<file path="config.mk">
export PLATFORM = sky130hd
export DESIGN_NAME = jtdd_mcu_ctrl
export DESIGN_NICKNAME = d
export VERILOG_FILES = /design/src/rtl/jtdd_mcu_pkg.sv /design/src/rtl/jtdd_mcu_arb.sv /design/src/rtl/jtdd_mcu_ctrl.sv
export SDC_FILE = /design/constraint.sdc
export NUM_CORES = 1
export LEC_CHECK = 0
export ABC_AREA = 1
export CORE_ASPECT_RATIO = 1.2
export CORE_MARGIN = 2
export CORE_UTILIZATION = 30
export CTS_BUF_LIST = sky130_fd_sc_hd__clkbuf_16
export DETAILED_ROUTE_END_ITERATION = 10
export PLACE_DENSITY = 0.65
export RECOVER_POWER = 50
export SYNTH_ARGS = -nofsm -noshare
export SYNTH_HDL_FRONTEND = slang
export SYNTH_SLANG_ARGS = --single-unit
</file>
<file path="constraint.sdc">
create_clock -name clk -period 1.9 [get_ports clk]
set_input_delay 0.19 -clock clk [delete_from_list [all_inputs] [get_ports clk]]
set_output_delay 0.19 -clock clk [all_outputs]
set_load 0.05 [all_outputs]
</file>
<file path="src/rtl/jtdd_mcu_pkg.sv">
// Shared definitions for the Double Dragon sub-CPU controller: the
// arbitration state encoding and the control register offsets.
package jtdd_mcu_pkg;

  typedef enum logic [1:0] {
    IDLE = 2'd0,
    REQ  = 2'd1,
    ACC  = 2'd2,
    REL  = 2'd3
  } arb_state_t;

  localparam logic [1:0] REG_CTRL = 2'd0;
  localparam logic [1:0] REG_NMI  = 2'd1;
  localparam logic [1:0] REG_IACK = 2'd2;
  localparam logic [1:0] REG_EACK = 2'd3;

endpackage

</file>
<file path="src/rtl/jtdd_mcu_arb.sv">
// Shared RAM arbiter: halts the MCU when the main CPU selects the shared
// RAM and stalls the CPU until the MCU confirms it is off the bus. A
// timeout forces the grant so a stuck MCU can never deadlock the CPU.
module jtdd_mcu_arb
  import jtdd_mcu_pkg::*;
#(
  parameter int TOUT = 1023,
  parameter int TW   = 10
) (
  input  logic clk,
  input  logic rstb,
  input  logic cen,
  input  logic com_cs,
  input  logic mcu_rstb,
  input  logic mcu_halted,
  output logic fsm_halt,
  output logic cpu_waitn,
  output logic tout_set
);

  localparam logic [TW-1:0] TOUT_W = TW'(TOUT);

  arb_state_t    state;
  arb_state_t    state_nxt;
  logic [TW-1:0] cnt;
  logic [TW-1:0] cnt_nxt;
  logic [TW-1:0] cnt_inc;

  assign cnt_inc = cnt + 1'b1;

  // State and timeout counter only advance on CPU clock enable
  always_ff @(posedge clk or negedge rstb) begin
    if (!rstb) begin
      state <= IDLE;
      cnt   <= '0;
    end else if (cen) begin
      state <= state_nxt;
      cnt   <= cnt_nxt;
    end
  end

  // Next state plus halt/wait outputs; IDLE asserts them as soon as com_cs shows up
  always_comb begin
    state_nxt = state;
    cnt_nxt   = cnt;
    fsm_halt  = 1'b0;
    cpu_waitn = 1'b1;
    tout_set  = 1'b0;
    case (state)
      IDLE: begin
        if (com_cs) begin
          if (!mcu_rstb || mcu_halted) begin
            state_nxt = ACC;
          end else begin
            state_nxt = REQ;
            fsm_halt  = 1'b1;
            cpu_waitn = 1'b0;
            cnt_nxt   = '0;
          end
        end
      end
      REQ: begin
        fsm_halt  = 1'b1;
        cpu_waitn = 1'b0;
        cnt_nxt   = cnt_inc;
        if (!com_cs) begin
          state_nxt = REL;
        end else if (!mcu_rstb || mcu_halted) begin
          state_nxt = ACC;
        end else if (cnt_inc == TOUT_W) begin
          state_nxt = ACC;
          tout_set  = cen;
        end
      end
      ACC: begin
        fsm_halt = 1'b1;
        if (!com_cs) state_nxt = REL;
      end
      REL: begin
        state_nxt = IDLE;
      end
      default: begin
        state_nxt = IDLE;
      end
    endcase
  end

endmodule

</file>
<file path="src/rtl/jtdd_mcu_ctrl.sv">
// Main-CPU side controller for the 6801 sub-CPU: control register file,
// MCU-to-main interrupt latch, timeout status and shared RAM arbitration.
module jtdd_mcu_ctrl
  import jtdd_mcu_pkg::*;
#(
  parameter int TOUT = 1023,
  parameter int TW   = 10
) (
  input  logic       clk,
  input  logic       rstb,
  input  logic       cen,
  input  logic [1:0] cpu_AB,
  input  logic       cpu_wrn,
  input  logic [7:0] cpu_dout,
  input  logic       io_cs,
  input  logic       com_cs,
  input  logic       mcu_irqmain,
  input  logic       mcu_halted,
  input  logic       mcu_ban,
  output logic       mcu_rstb,
  output logic       mcu_halt,
  output logic       mcu_nmi_set,
  output logic       cpu_waitn,
  output logic       main_irq,
  output logic [7:0] st_dout,
  output logic       tout_err
);

  logic wr;
  logic wr_last;
  logic wr_edge;
  logic halt_reg;
  logic irq_last;
  logic irq_set;
  logic fsm_halt;
  logic tout_set;
  logic dout_unused;

  assign wr          = io_cs & ~cpu_wrn;
  assign wr_edge     = cen & wr & ~wr_last;
  assign irq_set     = mcu_irqmain & ~irq_last;
  assign mcu_halt    = halt_reg | fsm_halt;
  assign st_dout     = {4'd0, tout_err, mcu_ban, mcu_halted, main_irq};
  assign dout_unused = ^cpu_dout[7:2];

  // Remember the write strobe so a long strobe performs a single write
  always_ff @(posedge clk or negedge rstb) begin
    if (!rstb) wr_last <= 1'b0;
    else if (cen) wr_last <= wr;
  end

  // Control register and the one-clock NMI set pulse
  always_ff @(posedge clk or negedge rstb) begin
    if (!rstb) begin
      mcu_rstb    <= 1'b0;
      halt_reg    <= 1'b0;
      mcu_nmi_set <= 1'b0;
    end else begin
      mcu_nmi_set <= wr_edge && (cpu_AB == REG_NMI);
      if (wr_edge && (cpu_AB == REG_CTRL)) begin
        mcu_rstb <= cpu_dout[0];
        halt_reg <= cpu_dout[1];
      end
    end
  end

  // MCU request edge latch; a new request beats a simultaneous acknowledge
  always_ff @(posedge clk or negedge rstb) begin
    if (!rstb) begin
      irq_last <= 1'b0;
      main_irq <= 1'b0;
    end else begin
      irq_last <= mcu_irqmain;
      if (irq_set) main_irq <= 1'b1;
      else if (wr_edge && (cpu_AB == REG_IACK)) main_irq <= 1'b0;
    end
  end

  // Sticky timeout flag, cleared by the CPU acknowledge register
  always_ff @(posedge clk or negedge rstb) begin
    if (!rstb) tout_err <= 1'b0;
    else if (tout_set) tout_err <= 1'b1;
    else if (wr_edge && (cpu_AB == REG_EACK)) tout_err <= 1'b0;
  end

  jtdd_mcu_arb #(
    .TOUT (TOUT),
    .TW   (TW)
  ) u_arb (
    .clk        (clk),
    .rstb       (rstb),
    .cen        (cen),
    .com_cs     (com_cs),
    .mcu_rstb   (mcu_rstb),
    .mcu_halted (mcu_halted),
    .fsm_halt   (fsm_halt),
    .cpu_waitn  (cpu_waitn),
    .tout_set   (tout_set)
  );

endmodule

</file>
==> impl_summary.md, run 1 <==
Final layout
The top register by number of flip-flops is u_arb.cnt. The relative area change from synthesis to final layout is 28.3%. The area used by sequential logic in the layout is 477 um2. After the last flow step, the layout net total stands at between 200 and 250. The post-route netlist has 13.8% of its cells at a drive strength greater than 1. The final standard cell utilization of the core is 40.1%. The number of antenna diodes in the final layout is 0. The finished layout holds 242 standard cells, fillers aside.

Fill cells in the final layout number 404. The multi-input combinational cells in the finished layout cover a total of 618 um2. The flip-flop count of the largest register, all copies and words added is 10. In the final layout, the registers with the most flip-flops are u_arb.cnt x10, u_arb.state x2.

Synth
Counting every instance in the synthesized netlist gives around 170. Sequential elements use between 30% and 40% of the synthesized area. The cell area that synthesis handed to floorplanning was 1240 um2. For this run, the number of Yosys warnings is 0. Yosys mapped the design onto 24 distinct sky130hd cell types. After synthesis the netlist holds a flip-flop and latch count of 19. A synthesized cell averages 7.44 um2.

Timing
On the final layout, the worst clock skew is 0.000875 ns. For the pin with the worst max-slew slack, the measured transition is ~1.1 ns. The number of endpoints failing setup at the final stage is 0. Dividing the final minimum period by the clock period gives 91.4%.

The number of max-slew violations in the final report is 0. The final-report hold violation count came to 0. The maximum clock frequency is 576 MHz.

Setup repair after global routing left no endpoint under its margin. The post-layout minimum cycle time is around 1.7 ns. The relative slew slack is 29.9%.

Floorplan
The area inside the core boundary is 3970 um2. The height of the die is 74.5 um. The starting density of the core is approximately 31%. The boundary pin count is 33. The die covers between 4000 and 5000 um2.

After floorplanning, the core was divided into 25 placement rows. The width of the die is 62.7 um.

Global routing
The global-route wire length before repair is approximately 4300 um. The maximum number of pins on one net before global-route repair is 20. The number of global-route vias before repair is around 1,000. The residual overflow from global routing is 0. The initial antenna violation count is 0. Global routing consumed, over all layers together, between 10% and 20% of the routing resources.

Job
The tool flagged a number of max-cap violations equal to 0.

Place
The congestion estimate from routability-driven global placement came to 0.805. The number of I/O port buffers is 20. The detailed placement HPWL is ~1900 um.

The cell count after placement is between 200 and 250.

Drt
For this run, design rule violations remaining after detail routing come to 0. The wire length per cell after detailed routing is 10.1 um. The routed wire length is 2430 um.

For this run, the detailed router's first-pass iteration total came to 5. After detailed routing, the number of vias per cell comes to 4.38. The post-route antenna net violation count is 0.

The routed layout has about 1,100 vias. The starting DRC count in detailed routing is 32.

Clocking
The clock transition time at the flip-flop clock pins of the worst setup and hold paths is 0.05 ns. For the worst-skew pair, the clock arrives at the later sink with an insertion delay of between 0.2 and 0.3 ns. The number of H-tree branching levels is 1. The CTS buffer count is 3. The CTS tree is built. CTS placed an instance of sky130_fd_sc_hd__clkbuf_16 at the clock tree root. The clock sink total is 19. Counting along the longest clock path gives a buffer depth of 2. The number of buffers inserted by post-CTS setup repair is 0.

Critical path
The most numerous cell type found on the critical path is sky130_fd_sc_hd__inv_1. In this design, the stage delay of the slowest critical-path cell is 0.42 ns. Together, buffers and inverters on the worst path number 5. Grouping stages by cell kind, the critical path spends the most delay in buffers and inverters. The setup path with the least slack is of type flip-flop to output pin. The cell with the largest stage delay on the worst path is sky130_fd_sc_hd__dfrtp_1. Of all nets on the critical path, the largest fanout is 6. The worst setup path is launched from a flip-flop. Traced cell by cell, the critical path runs through inv_2 -> ha_4 -> inv_1 -> nor2_1 -> inv_1 -> o211ai_1 -> buf_4 -> buf_12. At the worst endpoint, the arrival time is 1.55 ns. Data on the critical path is required at its endpoint by 1.71 ns. STA classifies the critical path endpoint as an output pin.

Pwr
The power per standard cell area is 1140 nW/um2. The leakage power is 0.727 nW. The peak supply drop is between 0.8 and 0.9 mV.

Run status
The run finished with clean final reports.

Min path
The type of the worst min-delay path is input pin to output pin.
-- power breakdown --
part / internal, mW / leakage [nW] / switching, mW
logic: 0.376 / 0.437 / 0.492
registers: 0.461 / 0.248 / 0.0589
clock network: 0.280 / 0.0423 / 0.145
-- worst paths after layout --
| path | slack [ns] | to | startpoint | cells after the start |
|---|---|---|---|---|
| setup / recovery | 0.16 | cpu_waitn | u_arb.state[0] | 8 |
| hold / removal | 0.38 | st_dout[2] | mcu_ban | 0 |
| setup reg to reg | 0.23 | u_arb.state[0] | u_arb.cnt[0] | 12 |
| hold reg to reg | 0.42 | main_irq | irq_last | 1 |
| max in group asynchronous | 0.55 | mcu_rstb | rstb | 2 |
| min in group asynchronous | 0.65 | u_arb.cnt[4] | rstb | 2 |
-- synthesized netlist by cell type --
cell type                  instances  area [um2]
sky130_fd_sc_hd__nand2_1          36         135
sky130_fd_sc_hd__inv_1            30         113
sky130_fd_sc_hd__dfrtp_1          19         475
sky130_fd_sc_hd__nor2_1           16        60.1
sky130_fd_sc_hd__nand3_1          14        70.1
sky130_fd_sc_hd__o21ai_0           9        45.0
sky130_fd_sc_hd__buf_4             8        60.1
sky130_fd_sc_hd__ha_1              6        75.1
sky130_fd_sc_hd__nand2_2           4        25.0
sky130_fd_sc_hd__o31ai_1           4        30.0
sky130_fd_sc_hd__nand3_2           3        30.0
sky130_fd_sc_hd__o22ai_1           3        18.8
sky130_fd_sc_hd__a21oi_1           2        10.0
sky130_fd_sc_hd__nor2_2            2        12.5
sky130_fd_sc_hd__nor3_1            2        10.0
sky130_fd_sc_hd__buf_2             1        5.00
sky130_fd_sc_hd__clkbuf_1          1        3.75
sky130_fd_sc_hd__conb_1            1        3.75
sky130_fd_sc_hd__mux2_2            1        11.3
sky130_fd_sc_hd__nand4_1           1        6.26
sky130_fd_sc_hd__o211ai_1          1        7.51
sky130_fd_sc_hd__o21bai_1          1        7.51
sky130_fd_sc_hd__o21bai_4          1        18.8
sky130_fd_sc_hd__xor2_1            1        8.76
-- final cells by class --
type,instances,share of cell area (%)
Clock buffer,3,4.71
Clock inverter,1,0.235
Inverter,30,7.06
Sequential cell,19,29.9
Tap cell,54,4.24
Multi-Input combinational cell,111,38.8
Timing Repair Buffer,24,15.1
-- timing repair --
action | CTS | global route
gates resized for setup | 0 | 5
setup endpoints to repair | 0 | 6
hold buffers | 0 | 0
-- cell usage in the layout (no fill, tap or decap), types with 2 or more instances in the layout --
cell type | Yosys | final
sky130_fd_sc_hd__a21oi_1 | 2 | 2
sky130_fd_sc_hd__buf_12 | 0 | 2
sky130_fd_sc_hd__buf_4 | 8 | 3
sky130_fd_sc_hd__clkbuf_1 | 1 | 2
sky130_fd_sc_hd__clkbuf_16 | 0 | 3
sky130_fd_sc_hd__clkdlybuf4s50_1 | 0 | 14
sky130_fd_sc_hd__conb_1 | 1 | 4
sky130_fd_sc_hd__dfrtp_1 | 19 | 18
sky130_fd_sc_hd__dlygate4sd3_1 | 0 | 3
sky130_fd_sc_hd__ha_1 | 6 | 3
sky130_fd_sc_hd__ha_2 | 0 | 2
sky130_fd_sc_hd__inv_1 | 30 | 29
sky130_fd_sc_hd__inv_2 | 0 | 2
sky130_fd_sc_hd__nand2_1 | 36 | 36
sky130_fd_sc_hd__nand2_2 | 4 | 4
sky130_fd_sc_hd__nand3_1 | 14 | 14
sky130_fd_sc_hd__nand3_2 | 3 | 3
sky130_fd_sc_hd__nor2_1 | 16 | 16
sky130_fd_sc_hd__nor2_2 | 2 | 2
sky130_fd_sc_hd__nor3_1 | 2 | 2
sky130_fd_sc_hd__o21ai_0 | 9 | 6
sky130_fd_sc_hd__o21ai_1 | 0 | 3
sky130_fd_sc_hd__o22ai_1 | 3 | 3
sky130_fd_sc_hd__o31ai_1 | 4 | 4
-- through the flow --
| stage | power [mW] | instance area [um2] | hold slack (ns) | setup TNS (ns) | worst slack [ns] |
|---|---|---|---|---|---|
| floorplan | 1.06 | 1280 | -0.106 | -2.32 | -0.248 |
| detailed placement | 1.37 | 1510 | 0.381 | 0 | 0.145 |
| finish | 1.81 | 1590 | 0.380 | 0 | 0.163 |
| CTS | 1.80 | 1590 | 0.295 | 0 | 0.0307 |
| global route | 1.95 | 1590 | 0.380 | 0 | 0.0241 |
| global placement | 1.36 | 1510 | 0.381 | 0 | 0.180 |
-- layer usage --
layer	share of wire (%)	track usage, %	up-vias
met2	51	20.4	18
met4	1.2	3.46	0
met5	0	0	-
met1	44	14.0	481
met3	3.4	2.42	4
li1	-	-	556
-- cells by family after synthesis --
logic type	Yosys count	synth area share (%)
other	1	0.302
AND/OR/NAND/NOR	78	28.1
adder cells (fa/ha/maj)	6	6.04
AO/OA/AOI/OAI	21	11.1
flip-flops	19	38.3
buffers and inverters	40	14.6
multiplexers	1	0.906
XOR/XNOR	1	0.705
No activity file was read; power rests on OpenSTA's default activity.
==> run 2, diff against run 1 <==
--- a/config.mk
+++ b/config.mk
@@ -16,3 +16,4 @@
 export SYNTH_ARGS = -nofsm -noshare
 export SYNTH_HDL_FRONTEND = slang
+export SYNTH_HIERARCHICAL = 1
 export SYNTH_SLANG_ARGS = --single-unit
==> constraint.sdc (replaced) <==
create_clock -name clk -period 1.9 [get_ports clk]
set_input_delay 0.19 -clock clk [delete_from_list [all_inputs] [get_ports clk]]
set_output_delay 0.19 -clock clk [all_outputs]
set_load 0.1 [all_outputs]
==> impl_summary.md, run 2 <==
Drt
In the routed design, unresolved DRC markers number 0. The routed design has 2520 um of wire. For this block, the via count after detailed routing is 1,112.

The wire length per cell after detailed routing is 10.2 um. The detail route stage leaves a number of antenna-violating nets equal to 0. The detailed-router iteration count before antenna repair is 4. The ratio of routed vias to standard cells is between 4 and 5. The detailed router finished its first iteration with 19 violations.

Timing
The sum of negative setup slack is 0 ns. The transition time at the pin with the least slew margin is roughly 1.0 ns. The number of max-slew violations in the final report is 0. The fraction of the cycle the final worst path needs is 96.4%.

Setup violations remaining at the end of the flow were counted as 0. The relative slew slack is 31.2%. The maximum clock frequency is 546 MHz. The final-report hold violation count is 0.

The post-layout minimum cycle time is 1.83 ns. Clock skew on the completed layout was measured at 0.00172 ns. Setup repair after global routing left no endpoint under its margin.

Synth
After synthesis, the most frequently instantiated cells are sky130_fd_sc_hd__nand2_1, sky130_fd_sc_hd__inv_1, sky130_fd_sc_hd__dfrtp_1. The distinct cell type count after synthesis is 23. The fraction of registers with async set or reset after synthesis is between 90% and 100%. By instance count, the leading cell after synthesis is sky130_fd_sc_hd__nand2_1.

After synthesis, the mean cell area works out to between 7 and 8 um2. Summing the sequential cell areas from Yosys gives 37.3% of the chip area. The post-synthesis register bit count is 19. By area the synthesized netlist is led by sky130_fd_sc_hd__dfrtp_1, sky130_fd_sc_hd__nand2_1, sky130_fd_sc_hd__inv_1. The summed instance area of the synthesized netlist is 1270 um2.

Of the post-synthesis cell area, the dominant cell type holds 37.3%. The leading register cell type out of synthesis is sky130_fd_sc_hd__dfrtp_1. The Yosys step of the flow raised 6 warnings. The synthesized design spends more area on one cell type than any other, namely sky130_fd_sc_hd__dfrtp_1. The count of mapped cells out of synthesis is 173. The number of enable flip-flop cells after synthesis is 0.

Global routing
The global-route wire length before repair is about 4700 um. The residual overflow from global routing is 0. The number of global-route vias before repair was around 1,100.

The maximum number of pins on one net before global-route repair is 20. The total global routing track utilization is between 10 and 15%. The initial antenna violation count was 0.

Clocking
The hold buffer count at CTS is 0. The number of H-tree branching levels is 1. The CTS buffer count is 3. Clock-pin slew was measured on the worst setup and hold paths at about 0.050 ns. The worst-case clock buffer depth is 2.

The clock reaches the later pin of the worst-skew pair after roughly 0.25 ns. The CTS tree is built. Post-CTS timing repair inserted 0 buffers for setup.

The clock root buffer master is sky130_fd_sc_hd__clkbuf_16. The number of instances resized during post-cts repair is 0. The clock net in this run drives a total of 19 sinks.

Floorplan
The width of the die is around 63 um. After floorplanning, the core was divided into 25 placement rows. The total area inside the core boundary comes to 4000 um2. Pin placement for this block handled 33 I/O pins.

The die area is about 4800 um2. For this configuration, the core starts out at a cell density of 31.8%. The height of the die is 75.4 um.

Run status
The run finished with clean final reports.

Critical path
The longest individual stage delay on the worst path is 0.42 ns. Among the stages of the critical path, the cell type that occurs most often is sky130_fd_sc_hd__inv_2. The signal on the critical path passes through inv_2 -> ha_1 -> inv_2 -> a21oi_1 -> or2_2 -> buf_12.

The worst reg2reg path startpoint is u_arb/cnt[0]. The startpoint of the worst setup timing path is u_arb/state[0]. The buffering stage count on the worst path with inverters included is 3. The setup path with the least slack is of type flip-flop to output pin. The worst setup path is launched from a flip-flop. The family of cells with the greatest summed delay on the critical path is flip-flops. Data arrives at the worst endpoint at 1.64 ns. The capturing element type of the critical path is an output pin. The critical path data required time is around 1.7 ns. The cell with the largest stage delay on the worst path is sky130_fd_sc_hd__dfrtp_1. The maximum fanout along the worst path is 4.

Pwr
The leakage power is 0.755 nW. Across the VDD grid, the largest voltage drop is 1.93 mV. In this run the power density over the cells is 1350 nW/um2.

Final layout
The most frequent standard cell in the layout excluding fill and tap cells is sky130_fd_sc_hd__nand2_1. The register with the most flip-flops in the layout has 10 of them. The count of filler cells inserted in the layout is between 400 and 500. The number of antenna repair diodes is 0. The total area of multi-input combinational cells is 654 um2. The largest registers in the layout are u_arb/cnt x10, u_arb/state x2. The area used by sequential logic in the layout is 477 um2. The summed area of non-filler cells in the final layout is 1610 um2. The share of cells above drive strength 1 is 19.6%. Ranked by flip-flop count, first place goes to u_arb/cnt.

In the layout the commonest cells are sky130_fd_sc_hd__nand2_1, sky130_fd_sc_hd__inv_1, sky130_fd_sc_hd__dfrtp_1. The number of nets in the layout is 221. Cells fill 40.2% of the core in the end. The relative area change from synthesis to final layout is 26.2%.

Place
The instance area after placement is 1530 um2. The detailed placement HPWL is between 1500 and 2000 um. The routability-driven placement congestion ratio is 0.793. The count of buffers added on input and output ports is 20.

Min path
In this run the worst hold path is classified as input pin to output pin. The worst hold path begins at mcu_ban.

Job
Max-cap violations in this run came to 0.
-- run 2: path summary, 6_finish.rpt --
kind                                       end  slack, ns  depth (start not counted)
worst min register to register        main_irq       0.47                          3
min in group asynchronous         u_arb/cnt[2]       0.64                          2
worst min-delay path                st_dout[2]       0.38                          0
max in group asynchronous             mcu_rstb       0.57                          2
worst max-delay path                  mcu_halt       0.07                          6
worst max register to register  u_arb/state[0]       0.20                         11
-- run 2: cells by family after synthesis --
family | Yosys count | share of synthesized area (%)
AND/OR/NAND/NOR | 93 | 33.9
buffers and inverters | 35 | 12.8
flip-flops | 19 | 37.3
AO/OA/AOI/OAI | 17 | 8.15
adder cells (fa/ha/maj) | 7 | 6.88
XOR/XNOR | 1 | 0.688
other | 1 | 0.294
-- run 2: worst reg2reg max path, delay by kind of cell, from the launching register on --
family | cells | cell delay [ns]
buf+inv | 1 | 0.08
simple gates | 8 | 0.68
compound gates | 1 | 0.18
fa+ha+maj | 1 | 0.25
flops | 1 | 0.42
-- run 2: power breakdown --
group / total [mW] / leakage (nW) / switching, mW / internal, mW
Combinational: 1.13 / 0.466 / 0.752 / 0.383
Clock: 0.435 / 0.0409 / 0.153 / 0.282
Sequential: 0.596 / 0.247 / 0.0955 / 0.500
-- run 2: layout make-up --
| cell class | count | share of cell area, % |
|---|---|---|
| multi-input combinational | 122 | 40.7 |
| sequential | 19 | 29.6 |
| timing repair buffer | 23 | 14.4 |
| inverter | 26 | 6.07 |
| clock buffer | 3 | 4.67 |
| tap | 54 | 4.20 |
| clock inverter | 1 | 0.311 |
-- run 2: through the flow --
step | setup WS, ns | instances | hold WS, ns | power (mW)
floorplan | 0.228 | 176 | -0.106 | 1.39
finish | 0.0677 | 248 | 0.381 | 2.17
global route | 0.00445 | 248 | 0.381 | 2.32
detailed placement | 0.183 | 244 | 0.381 | 1.72
global placement | 0.188 | 244 | 0.381 | 1.71
CTS | 0.0370 | 248 | 0.296 | 2.17
-- run 2: layer usage --
layer / up-vias / part of all wire (%) / GRT usage [%]
met2: 19 / 50 / 22.9
met4: 0 / 1.3 / 5.07
met1: 505 / 45 / 14.1
met5: - / 0 / 0
met3: 4 / 3.4 / 2.66
li1: 584 / - / -
==> run 3, diff against run 2 <==
PLACE_DENSITY = 0.62   (was 0.65)
==> impl_summary.md, run 3 (synthesis results as in run 2) <==
Final layout
Of the cells placed in the final design, the portion with a size suffix greater than 1 is between 10% and 20%. The number of standard cells in the final layout excluding fillers is 250. After the last flow step, the layout net total stands at 223.

The largest registers in the layout are u_arb/cnt x10, u_arb/state x2. The top register by number of flip-flops is u_arb/cnt. The most frequent standard cell in the layout excluding fill and tap cells is sky130_fd_sc_hd__nand2_1. The register with the most flip-flops in the layout has 10 of them.

In the layout the commonest cells are sky130_fd_sc_hd__nand2_1, sky130_fd_sc_hd__inv_1, sky130_fd_sc_hd__dfrtp_1. 0 antenna diodes ended up in the layout. The relative area change from synthesis to final layout is 26.6%. The count of filler cells inserted in the layout is around 470.

Timing
The setup slack of the critical path after layout is 0.0747 ns. The final-report hold violation count is 0. Hold is met by 0.380 ns. Setup repair after global routing left no endpoint under its margin. For the final database, setup skew stands at 0.00373 ns. The number of max-slew violations in the final report was 0.

Timing would allow up to 548 MHz. The relative slew slack is between 30% and 40%. The fraction of the cycle the final worst path needs is between 90% and 100%. The number of endpoints failing setup at the final stage is 0. After routing, the total negative slack on setup checks comes to 0 ns. The post-layout minimum cycle time is roughly 1.8 ns. For the pin with the worst max-slew slack, the measured transition is 1.04 ns.

Clocking
CTS built an H-tree with a depth of 1. The worst-case clock buffer depth is 2. Clock-pin slew was measured on the worst setup and hold paths at ~0.05 ns.

TritonCTS built the clock tree. Clock latency on the worst-skew pair, taken at its later pin, is between 0.2 and 0.3 ns. The clock root buffer master is sky130_fd_sc_hd__clkbuf_16. The CTS buffer count is 3.

The clock sink total is 19.

Floorplan
The boundary pin count is 33. The area inside the core boundary is 4000 um2. The height of the die is 75.4 um. The floorplan step set the die width to between 60 and 70 um. The placement row count is 25.

The initial utilization of the core area, before any placement, comes to 31.8%. The die area is between 4000 and 5000 um2.

Place
The worst-case setup slack after placement is roughly 0.17 ns. The routability-driven placement congestion ratio is 0.783. The detailed placement HPWL is 1930 um. In this run, placement finished with an instance count of 245. The count of buffers added on input and output ports is 20.

Critical path
The type of origin of the critical path is a flip-flop. The maximum fanout along the worst path is 4. The arrival time at the worst endpoint is roughly 1.6 ns. The path depth of the worst reg2reg path is 11. The worst setup path is captured at an output pin. Data on the critical path is required at its endpoint by 1.71 ns. The setup path with the least slack is of type flip-flop to output pin.

Drt
The detailed router finished its first iteration with 23 violations. The total DRC errors in the routed layout is 0. The routed wire length is between 2000 and 2500 um.

After detailed routing, the number of vias per cell comes to 4.50. The routed via count is 1,125. The detail route stage leaves a number of antenna-violating nets equal to 0.

The first TritonRoute pass finished after 4 iterations. After detailed routing, the average wire length per cell comes to 9.87 um.

Pwr
The total power after layout is ~2.2 mW. Summed over all cells, the static leakage comes to 0.768 nW. For this design the ratio of total power to cell area is 1350 nW/um2. The worst-case IR drop observed on VDD is 1.24 mV.

Global routing
Entering global routing, the biggest net connects 20 pins. After global routing the overflow that remains totals 0. The total global routing track utilization is 11.5%. The initial antenna violation count is 0.

The global-route wire length before repair is 4360 um. The number of global-route vias before repair was 1,096.

Min path
The worst hold path cell count is 0. The type of the worst min-delay path is input pin to output pin.

Run status
The run finished with clean final reports.

Job
The tool flagged a number of max-cap violations equal to 0.
[run 3: cell types whose count changed in the layout (fill, tap and decap cells not counted)]
cell / delta
sky130_fd_sc_hd__nor2_1: +1
sky130_fd_sc_hd__nor2_4: -1
sky130_fd_sc_hd__ha_2: -1
sky130_fd_sc_hd__ha_1: +1
sky130_fd_sc_hd__inv_1: +2
sky130_fd_sc_hd__buf_4: +2
sky130_fd_sc_hd__inv_2: -2
[run 3: critical path: stages, from the launching register on]
cell and delay, ns:
sky130_fd_sc_hd__dfrtp_1 0.41, sky130_fd_sc_hd__inv_2 0.07, sky130_fd_sc_hd__ha_1 0.28, sky130_fd_sc_hd__inv_1 0.07, sky130_fd_sc_hd__a21oi_1 0.06, sky130_fd_sc_hd__or2_2 0.32, sky130_fd_sc_hd__buf_12 0.17
[run 3: area by class of cell]
| cell class | count | area (um2) | area share, % |
|---|---|---|---|
| Clock buffer | 3 | 75.1 | 4.65 |
| Clock inverter | 1 | 5.00 | 0.310 |
| Inverter | 26 | 97.6 | 6.05 |
| Multi-Input combinational cell | 122 | 644 | 40.0 |
| Sequential cell | 19 | 477 | 29.6 |
| Tap cell | 54 | 67.6 | 4.19 |
| Timing Repair Buffer | 25 | 246 | 15.3 |
[run 3: worst paths after layout]
path                             endpoint            from  slack, ns
min reg2reg                      main_irq        irq_last       0.48
min                            st_dout[2]         mcu_ban       0.38
min in group asynchronous        main_irq            rstb       0.64
max in group asynchronous        mcu_rstb            rstb       0.57
max reg2reg                u_arb/state[0]    u_arb/cnt[0]       0.19
max                              mcu_halt  u_arb/state[0]       0.07
[run 3: through the flow]
stage / util (%) / instance area [um2]
6_report: 40.3 / 1610
5_1_grt: 40.3 / 1610
4_1_cts: 40.4 / 1620
3_5_place_dp: 38.4 / 1540
3_3_place_gp: 38.4 / 1540
2_1_floorplan: - / 1290
[run 3: timing repair]
item,4_1_cts,5_1_grt
hold buffers,0,0
buffers inserted,0,1
resized for setup,0,1
endpoints found under the setup margin,0,1
[run 3: routing by layer]
metal  vias up  share of wire (%)  global-route usage, %
li1        583                  -                      -
met1       520                 46                   12.8
met2        20                 49                   21.5
met3         2                3.8                   2.36
met4         0               0.97                   5.07
met5         -                  0                      0
[run 3: power breakdown]
group / switching (mW) / internal, mW
registers: 0.0940 / 0.500
clock network: 0.154 / 0.282
logic: 0.751 / 0.396
